## config.mk

```make
export PLATFORM = sky130hd
export DESIGN_NAME = regfile_write_arbiter
export DESIGN_NICKNAME = d
export VERILOG_FILES = /design/src/rtl/regfile_write_arbiter.sv
export SDC_FILE = /design/constraint.sdc
export NUM_CORES = 1
export LEC_CHECK = 0
export BUFFER_PORTS_ARGS = -buffer_cell sky130_fd_sc_hd__buf_2
export CAP_MARGIN = 40
export CELL_PAD_IN_SITES_DETAIL_PLACEMENT = 0
export CELL_PAD_IN_SITES_GLOBAL_PLACEMENT = 1
export CORE_MARGIN = 1
export CORE_UTILIZATION = 35
export CTS_BUF_LIST = sky130_fd_sc_hd__clkbuf_4
export DETAILED_ROUTE_END_ITERATION = 7
export PLACE_DENSITY_LB_ADDON = 0.1
export SLEW_MARGIN = 20
export SYNTH_ARGS = -nofsm -noshare
export SYNTH_HDL_FRONTEND = slang
export SYNTH_SLANG_ARGS = --single-unit
```

## constraint.sdc

```tcl
create_clock -name clk -period 7.8 [get_ports clk]
set_input_delay 1.95 -clock clk [delete_from_list [all_inputs] [get_ports clk]]
set_output_delay 1.95 -clock clk [all_outputs]
set_load 0.01 [all_outputs]
```

## src/rtl/regfile_write_arbiter.sv

```systemverilog
// Two-requester register-file write arbiter: one buffered write slot per requester,
// round-robin grant with same-register ordering by age, and read-hazard pending flags.
module regfile_write_arbiter #(
  parameter int unsigned DW = 32,
  parameter int unsigned AW = 5
) (
  input  logic          clk,
  input  logic          reset,
  input  logic          a_valid,
  output logic          a_ready,
  input  logic [AW-1:0] a_reg,
  input  logic [DW-1:0] a_data,
  input  logic          b_valid,
  output logic          b_ready,
  input  logic [AW-1:0] b_reg,
  input  logic [DW-1:0] b_data,
  input  logic          flush,
  output logic          RegWrite,
  output logic [AW-1:0] Write_register,
  output logic [DW-1:0] Write_data,
  input  logic [AW-1:0] Read_register1,
  input  logic [AW-1:0] Read_register2,
  output logic          pend1,
  output logic          pend2
);

  logic          a_full_q, a_full_d;
  logic [AW-1:0] a_reg_q,  a_reg_d;
  logic [DW-1:0] a_data_q, a_data_d;
  logic          age_a_q,  age_a_d;
  logic          b_full_q, b_full_d;
  logic [AW-1:0] b_reg_q,  b_reg_d;
  logic [DW-1:0] b_data_q, b_data_d;
  logic          age_b_q,  age_b_d;
  logic          last_b_q, last_b_d;

  logic gnt_a, gnt_b, a_load, b_load, same_reg;

  assign same_reg = (a_reg_q == b_reg_q) && (a_reg_q != '0);

  // Grant: lone full slot wins; on a same-register conflict the older slot wins,
  // otherwise alternate away from the previous winner.
  always_comb begin
    gnt_a = 1'b0;
    gnt_b = 1'b0;
    if (!flush) begin
      if (a_full_q && !b_full_q) begin
        gnt_a = 1'b1;
      end else if (b_full_q && !a_full_q) begin
        gnt_b = 1'b1;
      end else if (a_full_q && b_full_q) begin
        if (same_reg) begin
          if (age_b_q) gnt_b = 1'b1;
          else         gnt_a = 1'b1;
        end else if (last_b_q) begin
          gnt_a = 1'b1;
        end else begin
          gnt_b = 1'b1;
        end
      end
    end
  end

  assign a_ready = reset && !flush && (!a_full_q || gnt_a);
  assign b_ready = reset && !flush && (!b_full_q || gnt_b);
  assign a_load  = a_valid && a_ready;
  assign b_load  = b_valid && b_ready;

  always_comb begin
    Write_register = '0;
    Write_data     = '0;
    if (gnt_a) begin
      Write_register = a_reg_q;
      Write_data     = a_data_q;
    end else if (gnt_b) begin
      Write_register = b_reg_q;
      Write_data     = b_data_q;
    end
  end

  // Register 0 grants still consume the slot but never strobe the file.
  assign RegWrite = (gnt_a || gnt_b) && (Write_register != '0);

  assign pend1 = (Read_register1 != '0) &&
                 ((a_full_q && (a_reg_q == Read_register1)) ||
                  (b_full_q && (b_reg_q == Read_register1)));
  assign pend2 = (Read_register2 != '0) &&
                 ((a_full_q && (a_reg_q == Read_register2)) ||
                  (b_full_q && (b_reg_q == Read_register2)));

  // Next-state: slot occupancy, payload, age ordering and round-robin pointer.
  always_comb begin
    a_full_d = a_full_q;
    a_reg_d  = a_reg_q;
    a_data_d = a_data_q;
    b_full_d = b_full_q;
    b_reg_d  = b_reg_q;
    b_data_d = b_data_q;
    age_a_d  = age_a_q;
    age_b_d  = age_b_q;
    last_b_d = last_b_q;
    if (flush) begin
      a_full_d = 1'b0;
      b_full_d = 1'b0;
      age_a_d  = 1'b0;
      age_b_d  = 1'b0;
    end else begin
      if (gnt_a) begin
        a_full_d = 1'b0;
        last_b_d = 1'b0;
      end
      if (gnt_b) begin
        b_full_d = 1'b0;
        last_b_d = 1'b1;
      end
      if (a_load) begin
        a_full_d = 1'b1;
        a_reg_d  = a_reg;
        a_data_d = a_data;
      end
      if (b_load) begin
        b_full_d = 1'b1;
        b_reg_d  = b_reg;
        b_data_d = b_data;
      end
      // A slot loaded while the other stays occupied is the younger one.
      if (a_load && b_load) begin
        age_a_d = 1'b1;
        age_b_d = 1'b0;
      end else if (a_load) begin
        age_a_d = 1'b0;
        age_b_d = b_full_d;
      end else if (b_load) begin
        age_b_d = 1'b0;
        age_a_d = a_full_d;
      end else begin
        age_a_d = age_a_q && a_full_d;
        age_b_d = age_b_q && b_full_d;
      end
    end
  end

  always_ff @(posedge clk or negedge reset) begin
    if (!reset) begin
      a_full_q <= 1'b0;
      a_reg_q  <= '0;
      a_data_q <= '0;
      age_a_q  <= 1'b0;
      b_full_q <= 1'b0;
      b_reg_q  <= '0;
      b_data_q <= '0;
      age_b_q  <= 1'b0;
      last_b_q <= 1'b1;
    end else begin
      a_full_q <= a_full_d;
      a_reg_q  <= a_reg_d;
      a_data_q <= a_data_d;
      age_a_q  <= age_a_d;
      b_full_q <= b_full_d;
      b_reg_q  <= b_reg_d;
      b_data_q <= b_data_d;
      age_b_q  <= age_b_d;
      last_b_q <= last_b_d;
    end
  end

endmodule

```

==> results of run 1 <==
-- logic make-up (layout without fill, tap and decap cells) --
logic type / Yosys count / after routing
AO/OA/AOI/OAI: 51 / 51
XOR/XNOR: 24 / 24
buffers and inverters: 30 / 154
flip-flops: 78 / 78
multiplexers: 77 / 77
other: 0 / 1
AND/OR/NAND/NOR: 38 / 38
-- final timing paths --
kind	start	cells after the start	end
max	flush	7	Write_data[14]
min	b_data_q[27]$_DFFE_PN0P_	1	b_data_q[27]$_DFFE_PN0P_
min reg2reg	b_data_q[27]$_DFFE_PN0P_	1	b_data_q[27]$_DFFE_PN0P_
max reg2reg	a_reg_q[0]$_DFFE_PN0P_	7	b_data_q[23]$_DFFE_PN0P_
max in group asynchronous	reset	2	b_data_q[0]$_DFFE_PN0P_
min in group asynchronous	reset	1	a_data_q[17]$_DFFE_PN0P_
-- metal layers --
metal  wire, um  vias up
li1           -     1311
met1       3940     1372
met2       4570       87
met3        677        6
met4         71        0
met5          0        -
-- state kept, by name, indices dropped and copies added (netlist names) --
| register | count |
|---|---|
| a_full_q | 1 |
| b_reg_q | 5 |
| b_full_q | 1 |
| b_data_q | 32 |
| a_reg_q | 5 |
| a_data_q | 32 |
| age_b_q | 1 |
| last_b_q | 1 |
-- cell usage in the layout (no fill, tap or decap), types with 5 or more instances in the layout --
master      n
mux2_2     47
dfrtp_1    77
buf_2     129
xor2_1     20
nand3_1     6
a22o_1     37
mux2_1     27
a21oi_1     5
clkbuf_4   11
nand2_1    10
-- stage by stage --
step	util [%]	worst slack [ns]	instances
after floorplan	-	2.75	298
after global placement	43.4	2.30	541
after detailed placement	43.9	2.20	543
after CTS	44.9	2.20	558
after global routing	44.9	2.10	558
final	44.9	2.21	559
-- area by class of cell --
class / instances / share of cell area (%)
clock buffers: 11 / 1.75
well taps: 136 / 3.61
inverters: 4 / 0.318
flip-flops and latches: 78 / 41.4
multi-input cells: 190 / 37.0
repair buffers: 135 / 15.3
clock inverters: 4 / 0.530
diodes: 1 / 0.0530
-- power groups by stage --
stage	combinational (mW)	sequential (mW)	clock (mW)
global route	0.207	0.552	0.229
floorplan	0.152	0.515	0
global placement	0.182	0.552	0
finish	0.187	0.542	0.200
detailed placement	0.190	0.550	0
CTS	0.191	0.542	0.213
-- critical path: stages --
cell	delay, ns
buf_2	0.14
nor2b_1	0.15
o21ai_0	0.15
mux2i_4	0.50
buf_4	0.40
a22o_1	0.21
buf_2	0.13
==> out/metrics.cfg, run 1 <==
[timing]
period_minus_slack_ns = 5.59
grt_setup_unrepaired = no
max-slew-margin-rel_pct = 59.6
timing.final.max_slew_violations = 0
tns_ns = 0
setup_viol = 0
worst_pin_slew_ns = 0.594
fin_crit_sh_pct = 71.7
max_freq_mhz = 179
fin_worst_skew_ns = 0.0186
hold_viol = 0
hold_slack_ns = 0.503

[clocking]
cts_hold_buf = 0
clk_pin_slew_ns = 0.11
cts_buffers = 9
cts_setup_buffers = 0
numClockSinks = 78
cts_tree = yes
htreeDepth = 3
clock-root-buffer = clkbuf_4
clk_latency_ns = 0.40
clockBufferDepth = 2
post_cts_resized = 0

[logic_synthesis]
synthArstFlopShare_pct = 100
synth_top_family_by_area = multiplexers
synth_area_leaders = dfrtp_1, mux2_2, a22o_1
synth_simple_gate_area_share_pct = 5.86
synth_common_cells = dfrtp_1, mux2_2, a22o_1
synth.most_common_cell = dfrtp_1
synth_edf_count = 0
ys_ff_latch = 78
avgSynthCellArea_um2 = 12.9
yosys_warnings = 0
synth_xor_area_share_pct = 5.47
netlist_instances = 298
ys_seq_area_share_pct = 50.8
synth.top_cell.area_share_pct = 50.1
synth_nets = 387
synthAdderAreaFrac_pct = 0
synth_compound_area_share_pct = 11.0
synthMuxAreaShare_pct = 22.4
yosys.area.top_type = dfrtp_1
postSynth.topFlopCell = dfrtp_1
ys_types = 36
synth_area_um2 = 3850

[run]
maxCapViolCount = 0

[drt]
via_per_inst = 4.97
num_vias = 2776
drc = 0
wire_per_inst_um = 16.6
firstDrtPassIters = 4
totalWireLength_um = 9260
drt_iter0_drc = 72
drtAntennaViolNets = 0

[worst_setup_path]
path_max_fanout = 22
r2r_slack_ns = 4.93
critPathArrivalTime_ns = 3.64
worstPathRequired_ns = 5.85
critPathCaptureType = output pin
critPathKind = primary input to output pin
critPathLaunchType = primary input

[placement]
io_buffers = 130
hpwl_um = 6620
place_area_um2 = 4610
place_congestion = 0.813

[grt]
grt_pass1_vias = 2844
grtUsageMet1_pct = 20.0
grt_overflow = 0
grt_pass1_wl_um = 14500
grt-busiest-layer = met2
grt_max_degree = 47
use_met2_pct = 28.5
globalRouteMet3Util_pct = 6.20
grt.total_usage_pct = 16.7
grt_antenna_before_repair = 1

[pwr]
switchingPower_mw = 0.269
internal_power_mw = 0.659
clkPwrFrac_pct = 21.5
p_per_area_nw_per_um2 = 197
swShare_pct = 29.0
p_total_mw = 0.929
p_seq_share_pct = 58.3
p_leak_nw = 2.25
worst_ir_drop_vdd_uv = 80.1
combPwrFrac_pct = 20.2

[floorplanning]
rows = 37
core_um2 = 10500
io_pins = 131
dieArea_um2 = 11400
start_util_pct = 36.6
die_h_um = 107
die_x_um = 107

[layout]
multi_input_area_um2 = 1750
nNetsFinal = 507
final_cell_area_um2 = 4720
area_growth_pct = 22.7
fillCellCount = 1010
ff_latch_area_um2 = 1950
drive_gt1_share_pct = 49.1

[outcome]
status = complete, no violations

[min_path]
hold_path_class = flip-flop to flip-flop

(Power assumes the default switching activity.)
==> run 2: changes to the inputs <==
- ABC_AREA: not set -> 1
- clock period: 7.8 -> 5.4 ns (I/O delays scaled with it)
==> run 2 against run 1 <==
Compared with the run above: total power is 41% higher; combinational power up 42%; clock-buffer cell count decreased by 1; core utilization shrank 2.3 points; synthesized cell count rose by 85%; sequential power increased by 37%; critical path type is now flip-flop to output pin; largest power group unchanged; highest routed layer is now met5.
==> out/metrics.cfg, run 2 <==
[outcome]
status = complete, no violations

[layout]
multi_input_area_um2 = 1840
ff_latch_area_um2 = 1950
final_cell_mix = nand2_1, buf_2, nand3_1
top_regs = a_data_q: 32 flops, b_data_q: 32 flops
fillCellCount = 1293
drive_gt1_share_pct = 25.5
final_util_pct = 42.6
area_growth_pct = 18.8
final_cell_area_um2 = 4870
nNetsFinal = 748
antenna_cells = 0
final_common_cell = nand2_1

[worst_setup_path]
critPathLaunchType = flip-flop
critical-path-slowest-cell = nand2_2
critPathArrivalTime_ns = 2.90
worstPathRequired_ns = 4.05
r2r_slack_ns = 2.62
max_stage_delay_ns = 0.62
cp_top_family = simple AND/OR/NAND/NOR gates
cp.depth = 13
r2r-start = a_reg_q[2]$_DFFE_PN0P_
cp_cell_sequence = inv_2 > nand2_1 > nand2_1 > nor2_1 > nand3_1 > nand2_2 > nand3_4 > nand2_2 > nand2_1 > o21ai_1 > inv_1 > nand3_1 > buf_2
r2r_cells = 14
critPathKind = flip-flop to output pin
critPathCaptureType = output pin
path_max_fanout = 37
cp_num_buf_inv = 3
rr_endpoint = a_data_q[13]$_DFFE_PN0P_
path_common_cell = nand2_1
crit_path_start = a_reg_q[2]$_DFFE_PN0P_

[drt]
drc = 0
firstDrtPassIters = 4
totalWireLength_um = 12100
drt_iter0_drc = 202
wire_per_inst_um = 15.0
num_vias = 3995
via_per_inst = 4.95
drtAntennaViolNets = 0

[logic_synthesis]
ys_seq_area_share_pct = 47.6
ys_types = 30
synth_common_cells = nand2_1, nand3_1, dfrtp_1
synth_edf_count = 0
yosys_warnings = 0
postSynth.topFlopCell = dfrtp_1
synth_nets = 639
synthArstFlopShare_pct = 100
synth_area_leaders = dfrtp_1, nand2_1, nand3_1
avgSynthCellArea_um2 = 7.45
yosys.area.top_type = dfrtp_1
synth.top_cell.area_share_pct = 47.0
synth_area_um2 = 4100
synth.most_common_cell = nand2_1
netlist_instances = 550
ys_ff_latch = 78

[floorplanning]
core_um2 = 11400
die_x_um = 110
start_util_pct = 35.9
io_pins = 131
dieArea_um2 = 12100
die_h_um = 110
rows = 39

[run]
maxCapViolCount = 0

[timing]
tns_ns = 0
fin_crit_sh_pct = 78.6
worst_pin_slew_ns = 0.822
setup_viol = 0
timing.final.max_slew_violations = 0
grt_setup_unrepaired = no
period_minus_slack_ns = 4.25
max_freq_mhz = 236
max-slew-margin-rel_pct = 45.0
hold_viol = 0
fin_worst_skew_ns = 0.0171

[min_path]
hold_end = last_b_q$_DFFE_PN1P_
hold_path_class = flip-flop to flip-flop
min_from = last_b_q$_DFFE_PN1P_
holdPathStages = 2

[grt]
grt_pass1_wl_um = 19800
grt_antenna_before_repair = 1
grt.total_usage_pct = 21.6
grt_max_degree = 46
grt_overflow = 0
grt_pass1_vias = 3978

[pwr]
p_per_area_nw_per_um2 = 269
p_leak_nw = 2.83
worst_ir_drop_vdd_uv = 104

[clocking]
cts_setup_buffers = 0
htreeDepth = 3
clockBufferDepth = 2
cts_tree = yes
cts_buffers = 9
post_cts_resized = 0
numClockSinks = 78
clk_pin_slew_ns = 0.12
clock-root-buffer = clkbuf_4
clk_latency_ns = 0.42
cts_hold_buf = 0

[placement]
hpwl_um = 7880
place_area_um2 = 4760
place_congestion = 0.844
io_buffers = 130

## run 2: routing by layer
layer	up-vias	GRT usage, %	wire [um]
met5	-	0	13
met4	2	6.77	157
met3	13	4.23	668
met2	114	36.3	5830
met1	1870	28.2	5470
li1	1996	-	-
## run 2: logic make-up (layout without fill, tap and decap cells)
logic type             Yosys count  in the layout  share of synthesized area, %
AO/OA/AOI/OAI                   22             22                          3.75
XOR/XNOR                         5              5                          1.07
buffers and inverters           62            176                          7.57
flip-flops                      78             78                          47.6
AND/OR/NAND/NOR                383            383                          40.0
## run 2: tightest hold or removal path, delay by kind of cell, from the launching register on
kind             cells  cell delay [ns]
AND/OR/NAND/NOR      2             0.10
flip-flops           1             0.39
## run 2: where the power goes
part	switching (mW)	internal (mW)	total, mW
clock	0.205	0.0940	0.299
combinational	0.163	0.103	0.266
sequential	0.0682	0.675	0.743
total	0.436	0.872	1.31
## run 2: metrics by stage
stage | total power [mW] | hold WS (ns) | std cells | setup WS, ns
after global routing | 1.40 | 0.503 | 807 | 0.901
after CTS | 1.33 | 0.484 | 807 | 1.11
final | 1.31 | 0.481 | 807 | 1.15
after floorplan | 0.915 | 0.442 | 550 | 1.89
after detailed placement | 1.03 | 0.459 | 791 | 1.28
after global placement | 1.02 | 0.454 | 790 | 1.30
## run 2: layout make-up
type / count / area share [%]
inverter: 25 / 1.93
clock buffer: 10 / 1.54
sequential: 78 / 40.1
tap: 143 / 3.68
multi-input combinational: 410 / 37.7
timing repair buffer: 135 / 14.4
clock inverter: 6 / 0.591
## run 2: worst max path at each step
| stage | end | slack, ns |
|---|---|---|
| after detailed placement | RegWrite | 1.28 |
| after global placement | RegWrite | 1.30 |
| after global routing | RegWrite | 0.90 |
| after CTS | RegWrite | 1.11 |
| final | RegWrite | 1.15 |
| after floorplan | Write_data[10] | 1.89 |
==> run 3: changes to the inputs <==
- ABC_AREA: 1 -> 0
- clock period: 5.4 -> 4.2 ns (I/O delays scaled with it)
==> run 3 against run 2 <==
Compared with the run above: first-iteration DRC count fell by 55%; sequential share of layout area rose by 0.26 points; non-clock buffer count rose by 8.
==> out/metrics.cfg, run 3 (synthesis results as in run 1) <==
[timing]
hold_viol = 0
setup_viol = 0
fin_crit_sh_pct = 94.2
tns_ns = 0
period_minus_slack_ns = 3.96
timing.final.max_slew_violations = 0
setup_slack_ns = 0.244
fin_worst_skew_ns = 0.0126
worst_pin_slew_ns = 0.882
max_freq_mhz = 253
grt_setup_unrepaired = no
max-slew-margin-rel_pct = 40.0

[clocking]
htreeDepth = 3
cts_tree = yes
cts_buffers = 9
numClockSinks = 78
clock-root-buffer = clkbuf_4
clk_pin_slew_ns = 0.12
clk_latency_ns = 0.41
post_cts_resized = 0
cts_hold_buf = 0
clockBufferDepth = 2

[pwr]
internal_power_mw = 1.36
p_per_area_nw_per_um2 = 389
swShare_pct = 27.9
worst_ir_drop_vdd_uv = 195
p_seq_share_pct = 53.0
switchingPower_mw = 0.524
clkPwrFrac_pct = 27.8
p_leak_nw = 2.31
combPwrFrac_pct = 19.2

[grt]
grt_pass1_vias = 2932
grt_max_degree = 46
grt.total_usage_pct = 17.2
grt_pass1_wl_um = 15100
grt_overflow = 0
grt_antenna_before_repair = 0

[worst_setup_path]
r2r_slack_ns = 1.14
cp_cell_sequence = xor2_1 > nor4_4 > o21ai_4 > mux2i_4 > a22o_1 > or4_4 > buf_2
critical-path-slowest-cell = or4_4
path_max_fanout = 11
r2r_cells = 7
rr_endpoint = b_data_q[9]$_DFFE_PN0P_
critPathCaptureType = output pin
critPathKind = flip-flop to output pin
crit_path_start = a_reg_q[2]$_DFFE_PN0P_
critPathArrivalTime_ns = 2.91
r2r-start = a_reg_q[2]$_DFFE_PN0P_
worstPathRequired_ns = 3.15
critPathLaunchType = flip-flop
max_stage_delay_ns = 0.52

[layout]
nNetsFinal = 516
fillCellCount = 1017
top_regs = a_data_q: 32 flops, b_data_q: 32 flops
drive_gt1_share_pct = 50.5
area_growth_pct = 25.8
layoutNonFillerInstCount = 568
final_cell_mix = buf_2, dfrtp_1, mux2_2
final_cell_area_um2 = 4840
antenna_cells = 0
final_common_cell = buf_2

[floorplanning]
dieArea_um2 = 11400
die_h_um = 107
io_pins = 131
die_x_um = 107
core_um2 = 10500
rows = 37
start_util_pct = 36.6

[placement]
hpwl_um = 6810
place_inst = 548
io_buffers = 130
place_area_um2 = 4630
pre_cts_ws_ns = 0.402
place_congestion = 0.755

[min_path]
hold_end = b_data_q[26]$_DFFE_PN0P_
min_from = b_data_q[26]$_DFFE_PN0P_
holdPathStages = 1
hold_path_class = flip-flop to flip-flop

[drt]
drtAntennaViolNets = 0
firstDrtPassIters = 4
drc = 0
via_per_inst = 4.97
drt_iter0_drc = 90
num_vias = 2821
wire_per_inst_um = 16.8
totalWireLength_um = 9540

[run]
maxCapViolCount = 0

[outcome]
status = complete, no violations

==> run 3: power by group through the flow <==
stage / sequential, mW / combinational (mW) / clock, mW
floorplan: 0.957 / 0.282 / 0
global placement: 1.02 / 0.351 / 0
detailed placement: 1.01 / 0.363 / 0
CTS: 0.999 / 0.364 / 0.545
global route: 1.02 / 0.400 / 0.581
finish: 0.996 / 0.361 / 0.522
==> run 3: through the flow <==
step	util [%]	total power [mW]	hold WS (ns)
floorplan	-	1.24	0.459
global placement	43.8	1.37	0.471
detailed placement	44.1	1.38	0.480
CTS	45.7	1.91	0.510
global route	46.0	2.00	0.528
finish	46.0	1.88	0.503
==> run 3: final cells by class <==
class | instances | area, um^2 | share of cell area [%]
multi-input cells | 191 | 1760 | 36.4
clock buffers | 11 | 82.6 | 1.71
repair buffers | 143 | 771 | 15.9
inverters | 4 | 15.0 | 0.310
flip-flops and latches | 78 | 1950 | 40.4
clock inverters | 5 | 83.8 | 1.73
well taps | 136 | 170 | 3.52
==> run 3: how the worst max path moves through the flow <==
stage	endpoint
global route	RegWrite
finish	RegWrite
global placement	Write_data[10]
CTS	Write_data[10]
floorplan	RegWrite
detailed placement	Write_data[10]
==> run 3: critical path: cells and delay by family, from the launching register on <==
kind	cells	cell delay [ns]
AOI/OAI and AO/OA	2	0.48
xor gates and xnor gates	1	0.23
buffers and inverters	1	0.15
DFF	1	0.51
muxes	1	0.31
and+or+nand+nor	2	0.83
==> run 3: metal layers <==
layer	global-route usage [%]	vias to the layer above	share of wire [%]	wire length, um
met4	4.11	0	0.84	80
met5	0	-	0	0
li1	-	1338	-	-
met2	27.5	80	48	4540
met3	6.08	5	6.9	657
met1	22.3	1398	45	4260
==> run 3: what timing repair did <==
action,CTS,global route
setup buffers,0,3
endpoints found under the hold margin,0,0
endpoints found under the setup margin,0,20
